### src/rtl/rv32_lsu_pkg.sv
// Shared definitions for the RV32I load/store unit: funct3 encodings, opcodes,
// FSM state type and the per-load tracking record.
package rv32_lsu_pkg;

    localparam logic [2:0] F3_B  = 3'b000;
    localparam logic [2:0] F3_H  = 3'b001;
    localparam logic [2:0] F3_W  = 3'b010;
    localparam logic [2:0] F3_BU = 3'b100;
    localparam logic [2:0] F3_HU = 3'b101;

    localparam logic [6:0]  OPCODE_LOAD       = 7'b0000011;
    localparam logic [6:0]  OPCODE_STORE      = 7'b0100011;
    localparam logic [31:0] IDLE_ADDR_DEFAULT = 32'hFFFF_FFFF;

    typedef enum logic [1:0] {
        ST_IDLE,
        ST_REQ,
        ST_ERR
    } lsu_state_e;

    typedef struct packed {
        logic [4:0] rd;
        logic [2:0] funct3;
        logic [1:0] off;
    } lsu_meta_t;

    localparam int META_W = $bits(lsu_meta_t);

    // funct3[1:0] carries the access size for both loads and stores.
    function automatic logic is_misaligned(input logic [2:0] f3, input logic [1:0] a);
        case (f3[1:0])
            2'b00:   return 1'b0;
            2'b01:   return a[0];
            default: return a != 2'b00;
        endcase
    endfunction

endpackage

### src/rtl/rv32_lsu_if.sv
// EX-side request/response channel and the data-memory req/gnt/rvalid bus.
interface rv32_lsu_ex_if;
    logic        req_valid;
    logic        req_ready;
    logic        req_we;
    logic [2:0]  req_funct3;
    logic [31:0] req_addr;
    logic [31:0] req_wdata;
    logic [4:0]  req_rd;
    logic        rsp_valid;
    logic [4:0]  rsp_rd;
    logic [31:0] rsp_data;
    logic        rsp_err;

    modport master (output req_valid, req_we, req_funct3, req_addr, req_wdata, req_rd,
                    input  req_ready, rsp_valid, rsp_rd, rsp_data, rsp_err);
    modport slave  (input  req_valid, req_we, req_funct3, req_addr, req_wdata, req_rd,
                    output req_ready, rsp_valid, rsp_rd, rsp_data, rsp_err);
endinterface

interface rv32_lsu_if;
    logic        dmem_req;
    logic        dmem_gnt;
    logic [31:0] dmem_addr;
    logic        dmem_wen;
    logic        dmem_ren;
    logic [31:0] dmem_wdata;
    logic [3:0]  dmem_wmask;
    logic        dmem_rvalid;
    logic [31:0] dmem_rdata;

    modport master (output dmem_req, dmem_addr, dmem_wen, dmem_ren, dmem_wdata, dmem_wmask,
                    input  dmem_gnt, dmem_rvalid, dmem_rdata);
    modport slave  (input  dmem_req, dmem_addr, dmem_wen, dmem_ren, dmem_wdata, dmem_wmask,
                    output dmem_gnt, dmem_rvalid, dmem_rdata);
endinterface

### src/rtl/rv32_lsu_meta_fifo.sv
// In-order tracking FIFO for granted loads; pointers carry an extra wrap bit
// so full and empty are distinguished without a counter.
module lsu_meta_fifo #(
    parameter int DEPTH = 2,
    parameter int WIDTH = 10
) (
    input  logic             clk,
    input  logic             rstn,
    input  logic             push,
    input  logic             pop,
    input  logic [WIDTH-1:0] wdata,
    output logic [WIDTH-1:0] rdata,
    output logic             full,
    output logic             empty
);
    localparam int AW = (DEPTH > 1) ? $clog2(DEPTH) : 1;

    logic [WIDTH-1:0] mem_q [2**AW];
    logic [AW:0]      wptr_q, rptr_q;

    function automatic logic [AW:0] ptr_inc(input logic [AW:0] p);
        if (p[AW-1:0] == AW'(DEPTH - 1)) return {~p[AW], {AW{1'b0}}};
        return p + (AW+1)'(1);
    endfunction

    assign empty = (wptr_q == rptr_q);
    assign full  = (wptr_q[AW] != rptr_q[AW]) && (wptr_q[AW-1:0] == rptr_q[AW-1:0]);
    assign rdata = mem_q[rptr_q[AW-1:0]];

    always_ff @(posedge clk or negedge rstn) begin
        if (!rstn) begin
            wptr_q <= '0;
            rptr_q <= '0;
        end else begin
            if (push) wptr_q <= ptr_inc(wptr_q);
            if (pop)  rptr_q <= ptr_inc(rptr_q);
        end
    end

    always_ff @(posedge clk) begin
        if (push) mem_q[wptr_q[AW-1:0]] <= wdata;
    end

endmodule

### src/rtl/rv32_lsu.sv
// RV32I load/store unit: EX request -> req/gnt/rvalid data bus, with lane steering,
// load extension, misalignment trapping and a response timeout on the oldest load.
module rv32_lsu
    import rv32_lsu_pkg::*;
#(
    parameter int          MAX_OUTSTANDING = 2,
    parameter int          TIMEOUT_CYCLES  = 256,
    parameter logic [31:0] IDLE_ADDR       = IDLE_ADDR_DEFAULT
) (
    input  logic            clk,
    input  logic            rstn,
    rv32_lsu_ex_if.slave    ex,
    rv32_lsu_if.master      dmem,
    output logic            misaligned,
    output logic            timeout,
    output logic            spurious
);
    localparam int             TW         = $clog2(TIMEOUT_CYCLES) + 1;
    localparam logic [TW-1:0]  TIMER_LAST = TW'(TIMEOUT_CYCLES - 1);

    lsu_state_e    state_q;
    lsu_meta_t     meta_q, head;
    logic [TW-1:0] timer_q;
    logic          dmem_req_q, dmem_wen_q, dmem_ren_q;
    logic [31:0]   dmem_addr_q, dmem_wdata_q;
    logic [3:0]    dmem_wmask_q;
    logic          rsp_valid_q, rsp_err_q, misaligned_q, timeout_q, spurious_q;
    logic [4:0]    rsp_rd_q;
    logic [31:0]   rsp_data_q;
    logic          req_mis, req_ready_d, accept;
    logic          fifo_push, fifo_pop, fifo_full, fifo_empty, rv_hit, to_hit;

    function automatic logic [3:0] store_mask(input logic [2:0] f3, input logic [1:0] a);
        case (f3[1:0])
            2'b00:   return 4'b0001 << a;
            2'b01:   return 4'b0011 << {a[1], 1'b0};
            default: return 4'b1111;
        endcase
    endfunction

    function automatic logic [31:0] store_data(input logic [2:0] f3, input logic [31:0] w);
        case (f3[1:0])
            2'b00:   return {4{w[7:0]}};
            2'b01:   return {2{w[15:0]}};
            default: return w;
        endcase
    endfunction

    function automatic logic [31:0] load_extend(input logic [2:0] f3, input logic [1:0] off,
                                                input logic [31:0] w);
        logic [31:0] sh;
        sh = w >> {off, 3'b000};
        case (f3)
            F3_B:    return {{24{sh[7]}}, sh[7:0]};
            F3_H:    return {{16{sh[15]}}, sh[15:0]};
            F3_BU:   return {24'b0, sh[7:0]};
            F3_HU:   return {16'b0, sh[15:0]};
            default: return w;
        endcase
    endfunction

    // A misaligned op is only taken with no loads in flight, so its error
    // response can never collide with a load response.
    always_comb begin
        req_mis     = is_misaligned(ex.req_funct3, ex.req_addr[1:0]);
        req_ready_d = (state_q == ST_IDLE) && !(!ex.req_we && fifo_full)
                      && !(req_mis && !fifo_empty);
        accept      = ex.req_valid && req_ready_d;
        fifo_push   = (state_q == ST_REQ) && dmem.dmem_gnt && dmem_ren_q;
        rv_hit      = dmem.dmem_rvalid && !fifo_empty;
        to_hit      = !fifo_empty && !dmem.dmem_rvalid && (timer_q == TIMER_LAST);
        fifo_pop    = rv_hit || to_hit;
    end

    lsu_meta_fifo #(
        .DEPTH (MAX_OUTSTANDING),
        .WIDTH (META_W)
    ) u_meta_fifo (
        .clk   (clk),
        .rstn  (rstn),
        .push  (fifo_push),
        .pop   (fifo_pop),
        .wdata (meta_q),
        .rdata (head),
        .full  (fifo_full),
        .empty (fifo_empty)
    );

    always_ff @(posedge clk or negedge rstn) begin
        if (!rstn) begin
            state_q      <= ST_IDLE;
            meta_q       <= '0;
            timer_q      <= '0;
            dmem_req_q   <= 1'b0;
            dmem_wen_q   <= 1'b0;
            dmem_ren_q   <= 1'b0;
            dmem_addr_q  <= IDLE_ADDR;
            dmem_wdata_q <= '0;
            dmem_wmask_q <= '0;
            rsp_valid_q  <= 1'b0;
            rsp_err_q    <= 1'b0;
            rsp_rd_q     <= '0;
            rsp_data_q   <= '0;
            misaligned_q <= 1'b0;
            timeout_q    <= 1'b0;
            spurious_q   <= 1'b0;
        end else begin
            rsp_valid_q  <= 1'b0;
            rsp_err_q    <= 1'b0;
            misaligned_q <= 1'b0;
            timeout_q    <= 1'b0;
            spurious_q   <= dmem.dmem_rvalid && fifo_empty;
            timer_q      <= (fifo_pop || fifo_empty) ? '0 : timer_q + 1'b1;

            if (rv_hit) begin
                rsp_valid_q <= 1'b1;
                rsp_rd_q    <= head.rd;
                rsp_data_q  <= load_extend(head.funct3, head.off, dmem.dmem_rdata);
            end else if (to_hit) begin
                rsp_valid_q <= 1'b1;
                rsp_err_q   <= 1'b1;
                timeout_q   <= 1'b1;
                rsp_rd_q    <= head.rd;
                rsp_data_q  <= '0;
            end

            case (state_q)
                ST_IDLE: begin
                    if (accept && req_mis) begin
                        state_q      <= ST_ERR;
                        rsp_valid_q  <= 1'b1;
                        rsp_err_q    <= 1'b1;
                        misaligned_q <= 1'b1;
                        rsp_rd_q     <= ex.req_we ? 5'd0 : ex.req_rd;
                        rsp_data_q   <= '0;
                    end else if (accept) begin
                        state_q      <= ST_REQ;
                        dmem_req_q   <= 1'b1;
                        dmem_addr_q  <= {ex.req_addr[31:2], 2'b00};
                        dmem_wen_q   <= ex.req_we;
                        dmem_ren_q   <= !ex.req_we;
                        dmem_wdata_q <= ex.req_we ? store_data(ex.req_funct3, ex.req_wdata) : '0;
                        dmem_wmask_q <= ex.req_we ? store_mask(ex.req_funct3, ex.req_addr[1:0]) : '0;
                        meta_q       <= '{rd: ex.req_rd, funct3: ex.req_funct3,
                                          off: ex.req_addr[1:0]};
                    end
                end
                ST_REQ: begin
                    if (dmem.dmem_gnt) begin
                        state_q      <= ST_IDLE;
                        dmem_req_q   <= 1'b0;
                        dmem_wen_q   <= 1'b0;
                        dmem_ren_q   <= 1'b0;
                        dmem_addr_q  <= IDLE_ADDR;
                        dmem_wdata_q <= '0;
                        dmem_wmask_q <= '0;
                    end
                end
                ST_ERR:  state_q <= ST_IDLE;
                default: state_q <= ST_IDLE;
            endcase
        end
    end

    assign ex.req_ready      = req_ready_d;
    assign ex.rsp_valid      = rsp_valid_q;
    assign ex.rsp_rd         = rsp_rd_q;
    assign ex.rsp_data       = rsp_data_q;
    assign ex.rsp_err        = rsp_err_q;
    assign dmem.dmem_req     = dmem_req_q;
    assign dmem.dmem_addr    = dmem_addr_q;
    assign dmem.dmem_wen     = dmem_wen_q;
    assign dmem.dmem_ren     = dmem_ren_q;
    assign dmem.dmem_wdata   = dmem_wdata_q;
    assign dmem.dmem_wmask   = dmem_wmask_q;
    assign misaligned        = misaligned_q;
    assign timeout           = timeout_q;
    assign spurious          = spurious_q;

endmodule
### src/flat_wrapper.sv
// flat-port wrapper written by rule: the top's interface ports become plain ports
module rv32_lsu_flat import rv32_lsu_pkg::*;
#(
    parameter int          MAX_OUTSTANDING = 2,
    parameter int          TIMEOUT_CYCLES  = 256,
    parameter logic [31:0] IDLE_ADDR       = IDLE_ADDR_DEFAULT
)
  (clk, rstn, misaligned, timeout, spurious, ex_req_valid, ex_req_we, ex_req_funct3, ex_req_addr, ex_req_wdata, ex_req_rd, ex_req_ready, ex_rsp_valid, ex_rsp_rd, ex_rsp_data, ex_rsp_err, dmem_dmem_req, dmem_dmem_addr, dmem_dmem_wen, dmem_dmem_ren, dmem_dmem_wdata, dmem_dmem_wmask, dmem_dmem_gnt, dmem_dmem_rvalid, dmem_dmem_rdata);
  rv32_lsu_ex_if ex_i ();
  rv32_lsu_if dmem_i ();
  input  logic clk;
  input  logic rstn;
  output logic misaligned;
  output logic timeout;
  output logic spurious;
  input wire logic [$bits(ex_i.req_valid)-1:0] ex_req_valid;
  input wire logic [$bits(ex_i.req_we)-1:0] ex_req_we;
  input wire logic [$bits(ex_i.req_funct3)-1:0] ex_req_funct3;
  input wire logic [$bits(ex_i.req_addr)-1:0] ex_req_addr;
  input wire logic [$bits(ex_i.req_wdata)-1:0] ex_req_wdata;
  input wire logic [$bits(ex_i.req_rd)-1:0] ex_req_rd;
  output wire logic [$bits(ex_i.req_ready)-1:0] ex_req_ready;
  output wire logic [$bits(ex_i.rsp_valid)-1:0] ex_rsp_valid;
  output wire logic [$bits(ex_i.rsp_rd)-1:0] ex_rsp_rd;
  output wire logic [$bits(ex_i.rsp_data)-1:0] ex_rsp_data;
  output wire logic [$bits(ex_i.rsp_err)-1:0] ex_rsp_err;
  output wire logic [$bits(dmem_i.dmem_req)-1:0] dmem_dmem_req;
  output wire logic [$bits(dmem_i.dmem_addr)-1:0] dmem_dmem_addr;
  output wire logic [$bits(dmem_i.dmem_wen)-1:0] dmem_dmem_wen;
  output wire logic [$bits(dmem_i.dmem_ren)-1:0] dmem_dmem_ren;
  output wire logic [$bits(dmem_i.dmem_wdata)-1:0] dmem_dmem_wdata;
  output wire logic [$bits(dmem_i.dmem_wmask)-1:0] dmem_dmem_wmask;
  input wire logic [$bits(dmem_i.dmem_gnt)-1:0] dmem_dmem_gnt;
  input wire logic [$bits(dmem_i.dmem_rvalid)-1:0] dmem_dmem_rvalid;
  input wire logic [$bits(dmem_i.dmem_rdata)-1:0] dmem_dmem_rdata;
  assign ex_i.req_valid = ex_req_valid;
  assign ex_i.req_we = ex_req_we;
  assign ex_i.req_funct3 = ex_req_funct3;
  assign ex_i.req_addr = ex_req_addr;
  assign ex_i.req_wdata = ex_req_wdata;
  assign ex_i.req_rd = ex_req_rd;
  assign ex_req_ready = ex_i.req_ready;
  assign ex_rsp_valid = ex_i.rsp_valid;
  assign ex_rsp_rd = ex_i.rsp_rd;
  assign ex_rsp_data = ex_i.rsp_data;
  assign ex_rsp_err = ex_i.rsp_err;
  assign dmem_dmem_req = dmem_i.dmem_req;
  assign dmem_dmem_addr = dmem_i.dmem_addr;
  assign dmem_dmem_wen = dmem_i.dmem_wen;
  assign dmem_dmem_ren = dmem_i.dmem_ren;
  assign dmem_dmem_wdata = dmem_i.dmem_wdata;
  assign dmem_dmem_wmask = dmem_i.dmem_wmask;
  assign dmem_i.dmem_gnt = dmem_dmem_gnt;
  assign dmem_i.dmem_rvalid = dmem_dmem_rvalid;
  assign dmem_i.dmem_rdata = dmem_dmem_rdata;
  rv32_lsu #(.MAX_OUTSTANDING(MAX_OUTSTANDING), .TIMEOUT_CYCLES(TIMEOUT_CYCLES), .IDLE_ADDR(IDLE_ADDR)) u_core (.clk(clk), .rstn(rstn), .ex(ex_i), .dmem(dmem_i), .misaligned(misaligned), .timeout(timeout), .spurious(spurious));
endmodule
### config.mk
export PLATFORM = sky130hd
export DESIGN_NAME = rv32_lsu_flat
export DESIGN_NICKNAME = d
export VERILOG_FILES = /design/src/rtl/rv32_lsu_pkg.sv /design/src/rtl/rv32_lsu_if.sv /design/src/rtl/rv32_lsu_meta_fifo.sv /design/src/rtl/rv32_lsu.sv /design/src/flat_wrapper.sv
export SDC_FILE = /design/constraint.sdc
export NUM_CORES = 1
export LEC_CHECK = 0
export BUFFER_PORTS_ARGS = -buffer_cell sky130_fd_sc_hd__buf_2
export CELL_PAD_IN_SITES_DETAIL_PLACEMENT = 1
export CELL_PAD_IN_SITES_GLOBAL_PLACEMENT = 1
export CORE_MARGIN = 5
export CORE_UTILIZATION = 35
export DETAILED_ROUTE_END_ITERATION = 8
export PLACE_DENSITY_LB_ADDON = 0.08
export SYNTH_ARGS = -nofsm -noshare
export SYNTH_HDL_FRONTEND = slang
export SYNTH_HIERARCHICAL = 1
export SYNTH_SLANG_ARGS = --single-unit
### constraint.sdc
create_clock -name clk -period 2.4 [get_ports clk]
set_input_delay 0.36 -clock clk [delete_from_list [all_inputs] [get_ports clk]]
set_output_delay 0.36 -clock clk [all_outputs]
set_load 0.05 [all_outputs]
==> flow_summary_export.csv <==
group,metric,value,unit
routing,avgViaCountPerCell,5.09,
global_route,use_met3,7.70,%
sta,timing.hold.ws,0.149,ns
synth,synthFlopType,"dfrtp_1",
sta,relSlewSlack,62.0,%
sta,fin_crit_sh,94.5,%
global_route,grt_usage,18.7,%
setup_path,startpoint_type,"flip-flop",
synth,synth-seq-cells,157,
synth,synth_top_area_share,37.7,%
setup_path,cp.arrival,1.91,ns
synth,yosysMostFrequentCell,"dfrtp_1",
floorplan,die-width,152,um
clock_tree,cts_tree,"built",
place,gp_congestion,0.888,
setup_path,worstPathMaxFanout,7,
clock_tree,cts.sinks,157,
synth,synth_top_area_cell,"dfrtp_1",
place,port_buffers,223,
clock_tree,clock_path_buffers,2,
run,cap_violations,0,
clock_tree,cts_made_buffers,17,
sta,setup_viol,0,
global_route,grt_busiest_layer,"met2",
setup_path,timing.rr.start,"u_core/timer_q[0]",
place,dp_hpwl,16100,um
final_layout,multi_input_area,0.00274,mm2
floorplan,start_util,35.8,%
global_route,antenna_found_initial,4,
clock_tree,clk_latency,0.42,ns
synth,syn-mean-instance-area,11.4,um2
sta,worst_pin_slew,0.570,ns
synth,netlist_area,0.00704,mm2
clock_tree,h-tree-depth,4,
floorplan,core-area,0.0197,mm2
sta,final.setup.tns,0,ns
sta,fin_skew,0.00804,ns
synth,seq_area_frac_synth,57.8,%
final_layout,syn_to_final_growth,29.0,%
power,ir_drop,0.725,mV
final_layout,fillCellCount,2217,
routing,drt_pre_antenna_iters,5,
final_layout,drive_gt1_share,41.4,%
setup_path,startpoint,"u_core/u_meta_fifo/rptr_q[0]",
floorplan,die_area,0.0231,mm2
setup_path,worstSetupPathType,"reg -> out",
global_route,grt_util_met2,30.9,%
synth,yosysWarnings,6,
routing,num_vias,5689,
synth,synth_area_leaders,"dfrtp_1 (38%), dfstp_2 (12%), edfxtp_1 (8.5%), nor2_1 (5.0%), mux2i_1 (3.7%)",
final_layout,nets,950,
outcome,outcome,"completed",
power,cellPowerDensity,1530,mW/mm2
worst_hold_path,hold_class,"in -> reg",
sta,finalMaxSlewViolations,0,
power,cellLeakagePower,4.28,nW
setup_path,cp.required,2.04,ns
clock_tree,path_clk_slew,0.06,ns
synth,async_reset_ff_share,87.3,%
global_route,grt_pass1_vias,6242,
global_route,use_met1,22.9,%
sta,fmax,441,MHz
sta,fin_crit,2.27,ns
routing,totalWireLength,21600,um
routing,drt_iter0_drc,264,
routing,wl_per_cell,19.3,um
global_route,grt_pass1_wl,34900,um
global_route,grt_max_degree,65,
routing,ant_nets,0,
worst_hold_path,holdCritStartpoint,"dmem_dmem_gnt",
synth,syn_nets,732,
routing,route.detailed.drc,0,
clock_tree,cts-root-buf,"clkbuf_16",
sta,final-hold-violation-count,0,
final_layout,regArea,0.00407,mm2
synth,ys_types,54,
global_route,grt-ovfl-total,0,
synth,synth_edf_count,20,
floorplan,pin_count,224,
synth,syn_inst,620,
floorplan,die_y,152,um
synth,synth.top_cells.by_count,"dfrtp_1 (106), nor2_1 (93), a21oi_1 (49)",
clock_tree,post_cts_buffers,0,
sta,grt_setup_unrepaired,"no",
setup_path,endpoint_kind,"output pin",
floorplan,rows,51,
## worst paths after layout
kind / endpoint / slack (ns) / depth (start not counted)
setup / recovery: ex_req_ready / 0.13 / 6
hold / removal: u_core/state_q[0] / 0.15 / 2
setup reg to reg: u_core/ex.rsp_data[25] / 0.17 / 10
hold reg to reg: u_core/u_meta_fifo/mem_q[0][2] / 0.47 / 0
max in group asynchronous: u_core/dmem.dmem_addr[26] / 1.19 / 3
min in group asynchronous: u_core/timer_q[3] / 0.48 / 2
## cells in the final DEF (no fill, tap or decap), types with 4 or more instances in the layout
cell       instances
dfstp_2           31
o21ai_0           25
a31oi_1            5
buf_2            222
mux2_2            18
clkbuf_8           5
edfxtp_1          20
buf_12             5
o2bb2ai_1         26
xor2_1             8
mux2i_1           26
inv_1              8
a221o_1            7
nand2b_1           5
dfrtp_1          105
o21ba_2            7
a22o_1            17
mux2_4             8
nor2b_1            7
inv_4              4
a21oi_1           49
o21ai_1           14
buf_4             15
nor2_1            91
and2_1             4
clkbuf_16         17
nand2_1           25
a32oi_1           23
## registers in the layout (all words and copies together), names as in the netlist, 4 cells and up
signal	flops
u_core/dmem.dmem_addr	31
u_core/dmem.dmem_wdata	32
u_core/dmem.dmem_wmask	4
u_core/ex.rsp_data	32
u_core/ex.rsp_rd	5
u_core/meta_q	10
u_core/timer_q	9
u_core/u_meta_fifo/mem_q	20
## worst max-delay path, cell delays in order (launching register included)
cell	delay (ns)
dfrtp_2	0.48
xor2_1	0.20
nor2_1	0.16
buf_4	0.16
a21oi_1	0.04
nor3_1	0.12
buf_2	0.32
## metal layers
metal  share of wire [%]  up-vias
li1                    -     2673
met1                  42     2801
met2                  49      182
met3                 8.1       27
met4                 1.4        6
met5                0.13        -
## cells by family (layout without fill, tap and decap cells)
family          after synthesis  in the layout  share of synthesized area, %
flops                       157            157                          57.8
buf+inv                      57            288                          3.84
simple gates                155            155                          9.60
fa+ha+maj                     2              2                         0.355
compound gates              183            183                          18.2
xor+xnor                     12             12                          1.60
other cells                   0              1                             0
mux                          54             54                          8.60
## power by group
group	switching, mW	total, mW	leakage (nW)	internal [mW]
logic	4.97	6.89	2.12	1.92
clock network	1.08	2.54	0.282	1.46
registers	0.597	4.49	1.88	3.90
total	6.64	13.9	4.28	7.28
## through the flow
stage | utilization [%] | power [mW] | worst slack, ns | instances | area (um2)
6_report | 46.2 | 13.9 | 0.131 | 1117 | 9080
4_1_cts | 46.1 | 14.1 | 0.0397 | 1116 | 9070
3_3_place_gp | 43.3 | 11.3 | 0.227 | 1083 | 8510
3_5_place_dp | 43.3 | 11.5 | 0.111 | 1083 | 8510
5_1_grt | 46.2 | 14.7 | 0.000378 | 1117 | 9080
2_1_floorplan | - | 9.61 | 0.0951 | 620 | 7040
## layout make-up
cell class / count / area share (%)
antenna: 1 / 0.0275
clock buffer: 24 / 5.52
clock inverter: 8 / 0.578
inverter: 12 / 0.496
multi-input combinational: 406 / 30.1
sequential: 157 / 44.8
tap: 265 / 3.65
timing repair buffer: 244 / 14.8
## timing repair
item,4_1_cts,5_1_grt
endpoints found under the hold margin,51,0
resized for setup,0,4
setup endpoints to repair,0,21
hold buffers,1,0
Note: power is estimated with default switching activity, not from simulation.
